File: src/rtl/md_pkg.sv
// Shared types and constants for the iterative multiply/divide unit.
package md_pkg;

    // Operand width; one multiply/divide iteration is performed per operand bit.
    localparam int MD_ITER = 32;

    typedef enum logic [1:0] {
        MD_IDLE = 2'd0,
        MD_RUN  = 2'd1,
        MD_FIX  = 2'd2
    } md_state_t;

    localparam logic MD_OP_MULT = 1'b0;
    localparam logic MD_OP_DIV  = 1'b1;

endpackage

File: src/rtl/mult_div_unit_if.sv
// Control/operand/result bundle between the control FSM and the mult/div unit.
interface mult_div_unit_if #(
    parameter int WIDTH = md_pkg::MD_ITER
);
    logic             md_start;
    logic             md_op;
    logic [WIDTH-1:0] regA_out;
    logic [WIDTH-1:0] regB_out;
    logic [WIDTH-1:0] hi_out;
    logic [WIDTH-1:0] lo_out;
    logic             md_busy;
    logic             md_done;
    logic             div_zero;

    modport master (
        output md_start, md_op, regA_out, regB_out,
        input  hi_out, lo_out, md_busy, md_done, div_zero
    );

    modport slave (
        input  md_start, md_op, regA_out, regB_out,
        output hi_out, lo_out, md_busy, md_done, div_zero
    );
endinterface

File: src/rtl/md_sign_fix.sv
// Final sign correction: MULT passes through, DIV negates quotient on differing
// operand signs and gives the remainder the dividend's sign.
module md_sign_fix
    import md_pkg::*;
#(
    parameter int WIDTH = MD_ITER
) (
    input  logic             op,
    input  logic             sign_a,
    input  logic             sign_b,
    input  logic [WIDTH-1:0] raw_hi,
    input  logic [WIDTH-1:0] raw_lo,
    output logic [WIDTH-1:0] fix_hi,
    output logic [WIDTH-1:0] fix_lo
);
    always_comb begin
        fix_hi = raw_hi;
        fix_lo = raw_lo;
        if (op == MD_OP_DIV) begin
            if (sign_a ^ sign_b) fix_lo = -raw_lo;
            if (sign_a)          fix_hi = -raw_hi;
        end
    end
endmodule

File: src/rtl/mult_div_unit.sv
// Iterative signed MULT (radix-2 Booth) / DIV (restoring) producing HI/LO.
//   state   | meaning
//   MD_IDLE | waiting for md_start; results held
//   MD_RUN  | one Booth step or quotient bit per clock
//   MD_FIX  | sign-correct and write HI/LO, pulse md_done
module mult_div_unit
    import md_pkg::*;
#(
    parameter int WIDTH = MD_ITER
) (
    input  logic           clk,
    input  logic           reset,
    mult_div_unit_if.slave md
);
    localparam int CW = $clog2(WIDTH);

    md_state_t        state_q, state_d;
    logic [CW-1:0]    count_q;
    logic [2*WIDTH:0] acc_q;
    logic [WIDTH-1:0] opnd_q, hi_q, lo_q;
    logic             op_q, sign_a_q, sign_b_q, zero_q, done_q, dz_q;
    logic             accept;

    logic [WIDTH-1:0] a_mag, b_mag, raw_hi, raw_lo, fix_hi, fix_lo;
    logic [WIDTH:0]   booth_hi, booth_opnd, booth_sum, div_shift, div_diff;
    logic [2*WIDTH:0] iter_next;

    always_comb begin
        state_d = state_q;
        accept  = 1'b0;
        case (state_q)
            MD_IDLE: begin
                // A start coinciding with the done pulse is still dropped.
                if (md.md_start && !done_q) begin
                    accept  = 1'b1;
                    state_d = (md.md_op == MD_OP_DIV && md.regB_out == '0) ? MD_FIX : MD_RUN;
                end
            end
            MD_RUN:  if (count_q == CW'(WIDTH - 1)) state_d = MD_FIX;
            MD_FIX:  state_d = MD_IDLE;
            default: state_d = MD_IDLE;
        endcase
    end

    assign a_mag = md.regA_out[WIDTH-1] ? -md.regA_out : md.regA_out;
    assign b_mag = md.regB_out[WIDTH-1] ? -md.regB_out : md.regB_out;

    // Booth add is one bit wider so a most-negative multiplicand cannot overflow.
    always_comb begin
        booth_hi   = {acc_q[2*WIDTH], acc_q[2*WIDTH:WIDTH+1]};
        booth_opnd = {opnd_q[WIDTH-1], opnd_q};
        case (acc_q[1:0])
            2'b01:   booth_sum = booth_hi + booth_opnd;
            2'b10:   booth_sum = booth_hi - booth_opnd;
            default: booth_sum = booth_hi;
        endcase
    end

    // Divide reuses the accumulator: remainder above, dividend/quotient below.
    assign div_shift = acc_q[2*WIDTH-1:WIDTH-1];
    assign div_diff  = div_shift - {1'b0, opnd_q};

    always_comb begin
        if (op_q == MD_OP_MULT)
            iter_next = {booth_sum, acc_q[WIDTH:1]};
        else if (!div_diff[WIDTH])
            iter_next = {div_diff, acc_q[WIDTH-2:0], 1'b1};
        else
            iter_next = {div_shift, acc_q[WIDTH-2:0], 1'b0};
    end

    assign raw_hi = (op_q == MD_OP_MULT) ? acc_q[2*WIDTH:WIDTH+1] : acc_q[2*WIDTH-1:WIDTH];
    assign raw_lo = (op_q == MD_OP_MULT) ? acc_q[WIDTH:1]         : acc_q[WIDTH-1:0];

    md_sign_fix #(.WIDTH(WIDTH)) u_sign_fix (
        .op     (op_q),
        .sign_a (sign_a_q),
        .sign_b (sign_b_q),
        .raw_hi (raw_hi),
        .raw_lo (raw_lo),
        .fix_hi (fix_hi),
        .fix_lo (fix_lo)
    );

    always_ff @(posedge clk or negedge reset) begin
        if (!reset) begin
            state_q  <= MD_IDLE;
            count_q  <= '0;
            acc_q    <= '0;
            opnd_q   <= '0;
            op_q     <= 1'b0;
            sign_a_q <= 1'b0;
            sign_b_q <= 1'b0;
            zero_q   <= 1'b0;
            hi_q     <= '0;
            lo_q     <= '0;
            done_q   <= 1'b0;
            dz_q     <= 1'b0;
        end else begin
            state_q <= state_d;
            done_q  <= 1'b0;
            case (state_q)
                MD_IDLE: begin
                    if (accept) begin
                        op_q     <= md.md_op;
                        sign_a_q <= md.regA_out[WIDTH-1];
                        sign_b_q <= md.regB_out[WIDTH-1];
                        zero_q   <= (md.md_op == MD_OP_DIV) && (md.regB_out == '0);
                        dz_q     <= 1'b0;
                        count_q  <= '0;
                        if (md.md_op == MD_OP_MULT) begin
                            acc_q  <= {{WIDTH{1'b0}}, md.regB_out, 1'b0};
                            opnd_q <= md.regA_out;
                        end else begin
                            acc_q  <= {{(WIDTH+1){1'b0}}, a_mag};
                            opnd_q <= b_mag;
                        end
                    end
                end
                MD_RUN: begin
                    acc_q   <= iter_next;
                    count_q <= count_q + CW'(1);
                end
                MD_FIX: begin
                    done_q <= 1'b1;
                    dz_q   <= zero_q;
                    if (!zero_q) begin
                        hi_q <= fix_hi;
                        lo_q <= fix_lo;
                    end
                end
                default: ;
            endcase
        end
    end

    assign md.hi_out   = hi_q;
    assign md.lo_out   = lo_q;
    assign md.md_done  = done_q;
    assign md.div_zero = dz_q;
    assign md.md_busy  = (state_q != MD_IDLE) || done_q;
endmodule

File: src/flat_wrapper.sv
// flat-port wrapper written by rule: the top's interface ports become plain ports
module mult_div_unit_flat import md_pkg::*;
#(
    parameter int WIDTH = MD_ITER
)
  (clk, reset, md_md_start, md_md_op, md_regA_out, md_regB_out, md_hi_out, md_lo_out, md_md_busy, md_md_done, md_div_zero);
  mult_div_unit_if #(.WIDTH(WIDTH)) md_i ();
  input  logic clk;
  input  logic reset;
  input wire logic [$bits(md_i.md_start)-1:0] md_md_start;
  input wire logic [$bits(md_i.md_op)-1:0] md_md_op;
  input wire logic [$bits(md_i.regA_out)-1:0] md_regA_out;
  input wire logic [$bits(md_i.regB_out)-1:0] md_regB_out;
  output wire logic [$bits(md_i.hi_out)-1:0] md_hi_out;
  output wire logic [$bits(md_i.lo_out)-1:0] md_lo_out;
  output wire logic [$bits(md_i.md_busy)-1:0] md_md_busy;
  output wire logic [$bits(md_i.md_done)-1:0] md_md_done;
  output wire logic [$bits(md_i.div_zero)-1:0] md_div_zero;
  assign md_i.md_start = md_md_start;
  assign md_i.md_op = md_md_op;
  assign md_i.regA_out = md_regA_out;
  assign md_i.regB_out = md_regB_out;
  assign md_hi_out = md_i.hi_out;
  assign md_lo_out = md_i.lo_out;
  assign md_md_busy = md_i.md_busy;
  assign md_md_done = md_i.md_done;
  assign md_div_zero = md_i.div_zero;
  mult_div_unit #(.WIDTH(WIDTH)) u_core (.clk(clk), .reset(reset), .md(md_i));
endmodule
File: config.mk
export PLATFORM = sky130hd
export DESIGN_NAME = mult_div_unit_flat
export DESIGN_NICKNAME = d
export VERILOG_FILES = /design/src/rtl/md_pkg.sv /design/src/rtl/mult_div_unit_if.sv /design/src/rtl/md_sign_fix.sv /design/src/rtl/mult_div_unit.sv /design/src/flat_wrapper.sv
export SDC_FILE = /design/constraint.sdc
export NUM_CORES = 1
export LEC_CHECK = 0
export ABC_AREA = 1
export BUFFER_PORTS_ARGS = -buffer_cell sky130_fd_sc_hd__buf_2
export CAP_MARGIN = 15
export CORE_MARGIN = 5
export CORE_UTILIZATION = 65
export CTS_CLUSTER_DIAMETER = 40
export CTS_CLUSTER_SIZE = 20
export DETAILED_ROUTE_END_ITERATION = 10
export PLACE_DENSITY = 0.85
export RECOVER_POWER = 25
export SLEW_MARGIN = 5
export SYNTH_ARGS = -nofsm -noshare
export SYNTH_HDL_FRONTEND = slang
export SYNTH_SLANG_ARGS = --single-unit
File: constraint.sdc
create_clock -name clk -period 6 [get_ports clk]
set_input_delay 0.6 -clock clk [delete_from_list [all_inputs] [get_ports clk]]
set_output_delay 0.6 -clock clk [all_outputs]
set_load 0.05 [all_outputs]
# --- After elaboration in Yosys (flattened, before gate mapping) ---
# Index checks and enable logic that the tools add are counted.
word_totals:
  reg_bits: 174
  wordCells: 73
  output_inout_bits: 67
classes:
  reduce_logical: 15
  n_mux: 26
  addsub: 8
  n_eq_ne: 9
  n_bitwise: 2
ops:
  columns: ["op", "n"]
  rows:
  - ["$mux 32", 9]
  - ["$mux 65", 3]
  - ["$pmux 65 s2", 1]
  - ["$neg 32->32", 4]
  - ["$pmux 33 s2", 1]
  - ["$add 32x32->33", 1]
  - ["$mux 33", 1]
  - ["$sub 32x32->33", 1]
  - ["$sub 33x32->33", 1]
  - ["$logic_not 32->1", 1]
  - ["$pmux 5 s2", 1]
  - ["$reduce_and 2->1", 5]
  - ["$mux 2", 3]
  - ["$ne 2x1->1 const B", 3]
  - ["$reduce_bool 2->1", 3]
  - ["$add 5x1->5 const B", 1]
  - ["$eq 5x5->1 const B", 1]
  - ["$mux 5", 1]
  - ["$eq 2x1->1 const B", 2]
  - ["$eq 2x2->1 const B", 2]
  - ["$mux 1", 4]
  - ["$ne 4x3->1 const B", 1]
  - ["$pmux 2 s2", 1]
  - ["$reduce_and 3->1", 1]
  - ["7 further kinds", 8]

# --- Depth between registers and ports, before layout ---
depth:
  ltp_word: 6
  mapped_depth: 25
  depth_no_buf: 25

# --- By module ---
# Synthesis repeated with hierarchy kept, for this count alone.
hier_totals:
  hier_cells: 3065
  area_unflattened_um2: 18098.6
by_module_without_submodules:
  columns: ["mod", "n_inst", "area_each_um2", "seq_area_each_um2", "cells_per_inst"]
  rows:
  - ["mult_div_unit", 1, 16001.6, 4354.2, 2616]
  - ["md_sign_fix", 1, 2097.0, 0.0, 449]

# --- Worst setup path after synthesis ---
# Ideal clock, no wire load.
synth_timing:
  path_kind: "reg-to-reg"
  start: "reg u_core.acc_q[31]"
  end: "reg u_core.acc_q[33]"
  slack_ns: 2.984
  setup_time_ns: 0.138
  period_less_slack_ns: 3.016
  stages_incl_launch_ff: 19
  arrival_time_ns: 2.878
  path_cell_list: "dfrtp_1 inv_1 ha_1 inv_1 fa_1 nand2_1 o21ai_0 nand3_1 nand3_1 nand3_1 nand2_1 nand4_1 o211ai_1 ha_1 clkbuf_1 nand2_1 buf_2 a22oi_1 o22ai_1"
synth_between:
  elab_chain_cells: 4
synth_lines:
  columns: ["element", "line_no", "text"]
  rows:
  - ["start: declaration", "mult_div_unit.sv:19", "logic [2*WIDTH:0] acc_q;"]
  - ["start signal: assignment", "mult_div_unit.sv:112", "acc_q <= {{WIDTH{1'b0}}, md.regB_out, 1'b0};"]
  - ["start signal: assignment", "mult_div_unit.sv:115", "acc_q <= {{(WIDTH+1){1'b0}}, a_mag};"]
  - ["start signal: assignment", "mult_div_unit.sv:121", "acc_q <= iter_next;"]
  - ["$sub 33x32->33", "mult_div_unit.sv:61", "assign div_diff = div_shift - {1'b0, opnd_q};"]
  - ["$mux 65", "mult_div_unit.sv:66", "else if (!div_diff[WIDTH])"]
  - ["$mux 65", "mult_div_unit.sv:64", "if (op_q == MD_OP_MULT)"]
  - ["$pmux 65 s2", "mult_div_unit.sv:102", "case (state_q)"]
# No other way between the ends.
# A chain may end at the register's enable or synchronous reset.

# --- Worst setup path after layout ---
layout_timing:
  start: "reg u_core.acc_q[31]"
  end: "reg u_core.acc_q[45]"
# Same word-level chain as after synthesis.

==> impl_metrics.tcl <==
set metrics [dict create \
    run_status "finished clean" \
    end_kind "register" \
    grt_use_met1 0.547 \
    synth_area_per_cell_um2 6.07 \
    post-dp-hpwl_um 50500 \
    ctsResizeCount 0 \
    die_x_um 176 \
    start_kind "register" \
    coreArea_um2 27100 \
    synth_cell_type_count 63 \
    grt-ovfl-total 0 \
    final_nets 3168 \
    fillers 2373 \
    grt_antenna_before_repair 0 \
    layout-drive-gt1-share 0.0873 \
    synth_ff_type "dfrtp_1" \
    htree_levels 4 \
    cp_max_fo 27 \
    track_usage 0.414 \
    yosys_warnings 0 \
    final_common_cell "nand2_1" \
    vias 21300 \
    drtIter0Drc 3048 \
    cts_setup_buffers 0 \
    place.gp.congestion 1.06 \
    ys_seq_area_frac 0.242 \
    top_usage_layer "met2" \
    grtUsageMet2 0.632 \
    ant_nets 0 \
    crit_arrival_ns 4.47 \
    cts_sinks 174 \
    finalSetupViolCount 0 \
    mostFrequentLayoutCells "nand2_1 (858), inv_1 (352), nor2_1 (294)" \
    utilization 0.715 \
    drv_slew 0 \
    tightest_slew_ns 1.08 \
    post-route-drc-count 0 \
    ys_ff_latch 174 \
    cts_buffers 17 \
    critical_path_class "register to register" \
    fin_ws_ns 1.87 \
    grt_pass1_wl_um 103000 \
    max-clock-path-buffers 2 \
    viasPerCell 6.24 \
    ios 135 \
    max_freq_mhz 242 \
    wl_um 65200 \
    insertion_delay_ns 0.45 \
    initial_utilization 0.663 \
    gr-usage-met3 0.0726 \
    crit_required_ns 6.34 \
    first_pass_iters 6 \
    fin_crit_ns 4.13 \
    areaGrowthSynthToFinish_pct 7.89 \
    final-hold-violation-count 0 \
    synth_edf_count 0 \
    cts-root-buf "clkbuf_16" \
    slew_headroom 0.274 \
    hold_ws_ns 0.166 \
    wl_per_cell_um 19.1 \
    hp-class "input pin to async pin" \
    netlist_area_um2 18000 \
    grt_pass1_vias 19700 \
    dp_slack_ns 2.10 \
    row_count 60 \
    grt_start_max_net_pins 93 \
    final.period_utilization 0.689 \
    clock_skew_ns 0.0257 \
    cap_violations 0 \
    fp.dieArea_um2 31100 \
    final.setup.tns_ns 0 \
    cts.clk_slew.worst_paths_ns 0.08 \
    io_buffer_count 134 \
    rsz0062_at_grt "false" \
    synthCells 2959 \
    cts_tree "done" \
    postSynth.asyncResetShare 1.00 \
    hold_buffers 0 \
    syn_nets 3103 \
    num_antenna_cells 0 \
    die_h_um 176 \
]
logic make-up after synthesis:
group,after synthesis,share of synthesized area
and+or+nand+nor,1539,0.362
buffers and inverters,473,0.105
DFF,174,0.242
adders and majority gates,76,0.0538
xor gates and xnor gates,83,0.0405
AOI/OAI and AO/OA,614,0.196
state kept, by name, indices dropped and copies added (netlist names), 2 cells and up:
signal	count
u_core.acc_q	65
u_core.md.hi_out	32
u_core.opnd_q	32
u_core.md.lo_out	32
u_core.state_q	2
u_core.count_q	5
worst max-delay path, cell delays in order (launching register included):
cell and delay, ns:
dfrtp_1 0.41, inv_1 0.12, ha_1 0.19, inv_1 0.11
fa_1 0.23, nand2_1 0.09, o21ai_0 0.49, nand3_1 0.15
nand3_1 0.22, nand3_1 0.12, nand2_1 0.10, nand4_1 0.08
o211ai_1 0.10, ha_1 0.27, nand2_1 0.65, inv_1 0.26
o22ai_1 0.22, nand3_1 0.09, o21ai_0 0.11
synthesized netlist by cell type, drive strengths merged, types with 17 or more instances:
library cell	instances	area share
nor3	41	0.013
ha	74	0.052
o211ai	37	0.016
inv	367	0.077
buf	37	0.014
nand2	864	0.18
o21ai	264	0.076
or2	17	0.0059
nor2	313	0.069
a21oi	216	0.062
nand4	32	0.012
xor2	58	0.028
clkbuf	65	0.014
nand3	240	0.069
xnor2	25	0.012
dfrtp	174	0.24
o22ai	17	0.0059
cell type report:
class,instances,area [um2],area share
clock buffer,17,425,0.0219
clock inverter,15,199,0.0103
inverter,371,1400,0.0720
multi-input combinational,2312,11700,0.606
sequential,174,4360,0.225
tap,372,465,0.0240
timing repair buffer,148,795,0.0410
per-stage QoR:
stage / instance area (um2) / instances
final: 19400 / 3409
after global routing: 19400 / 3409
after CTS: 19400 / 3409
after detailed placement: 18800 / 3377
after global placement: 18800 / 3377
after floorplan: 18000 / 2959
path summary, 6_finish.rpt:
kind,cells after the start,start,endpoint,slack [ns]
max in group asynchronous,2,reset,u_core.acc_q[33],4.81
setup / recovery,18,u_core.acc_q[31],u_core.acc_q[45],1.87
hold / removal,1,reset,u_core.acc_q[59],0.17
min in group clk,1,u_core.state_q[0],u_core.md.md_done,0.48
setup reg to reg,18,u_core.acc_q[31],u_core.acc_q[45],1.87
hold reg to reg,1,u_core.state_q[0],u_core.md.md_done,0.48
layer usage:
metal / part of all wire / vias to the layer above
met1: 0.38 / 9606
met4: 0.076 / 0
met3: 0.12 / 288
met2: 0.43 / 1534
li1: - / 9842
met5: 0 / -
Power is left out: the tool's default activity adds up to more than one toggle a clock period on the data nets, which glitch-free logic cannot reach.
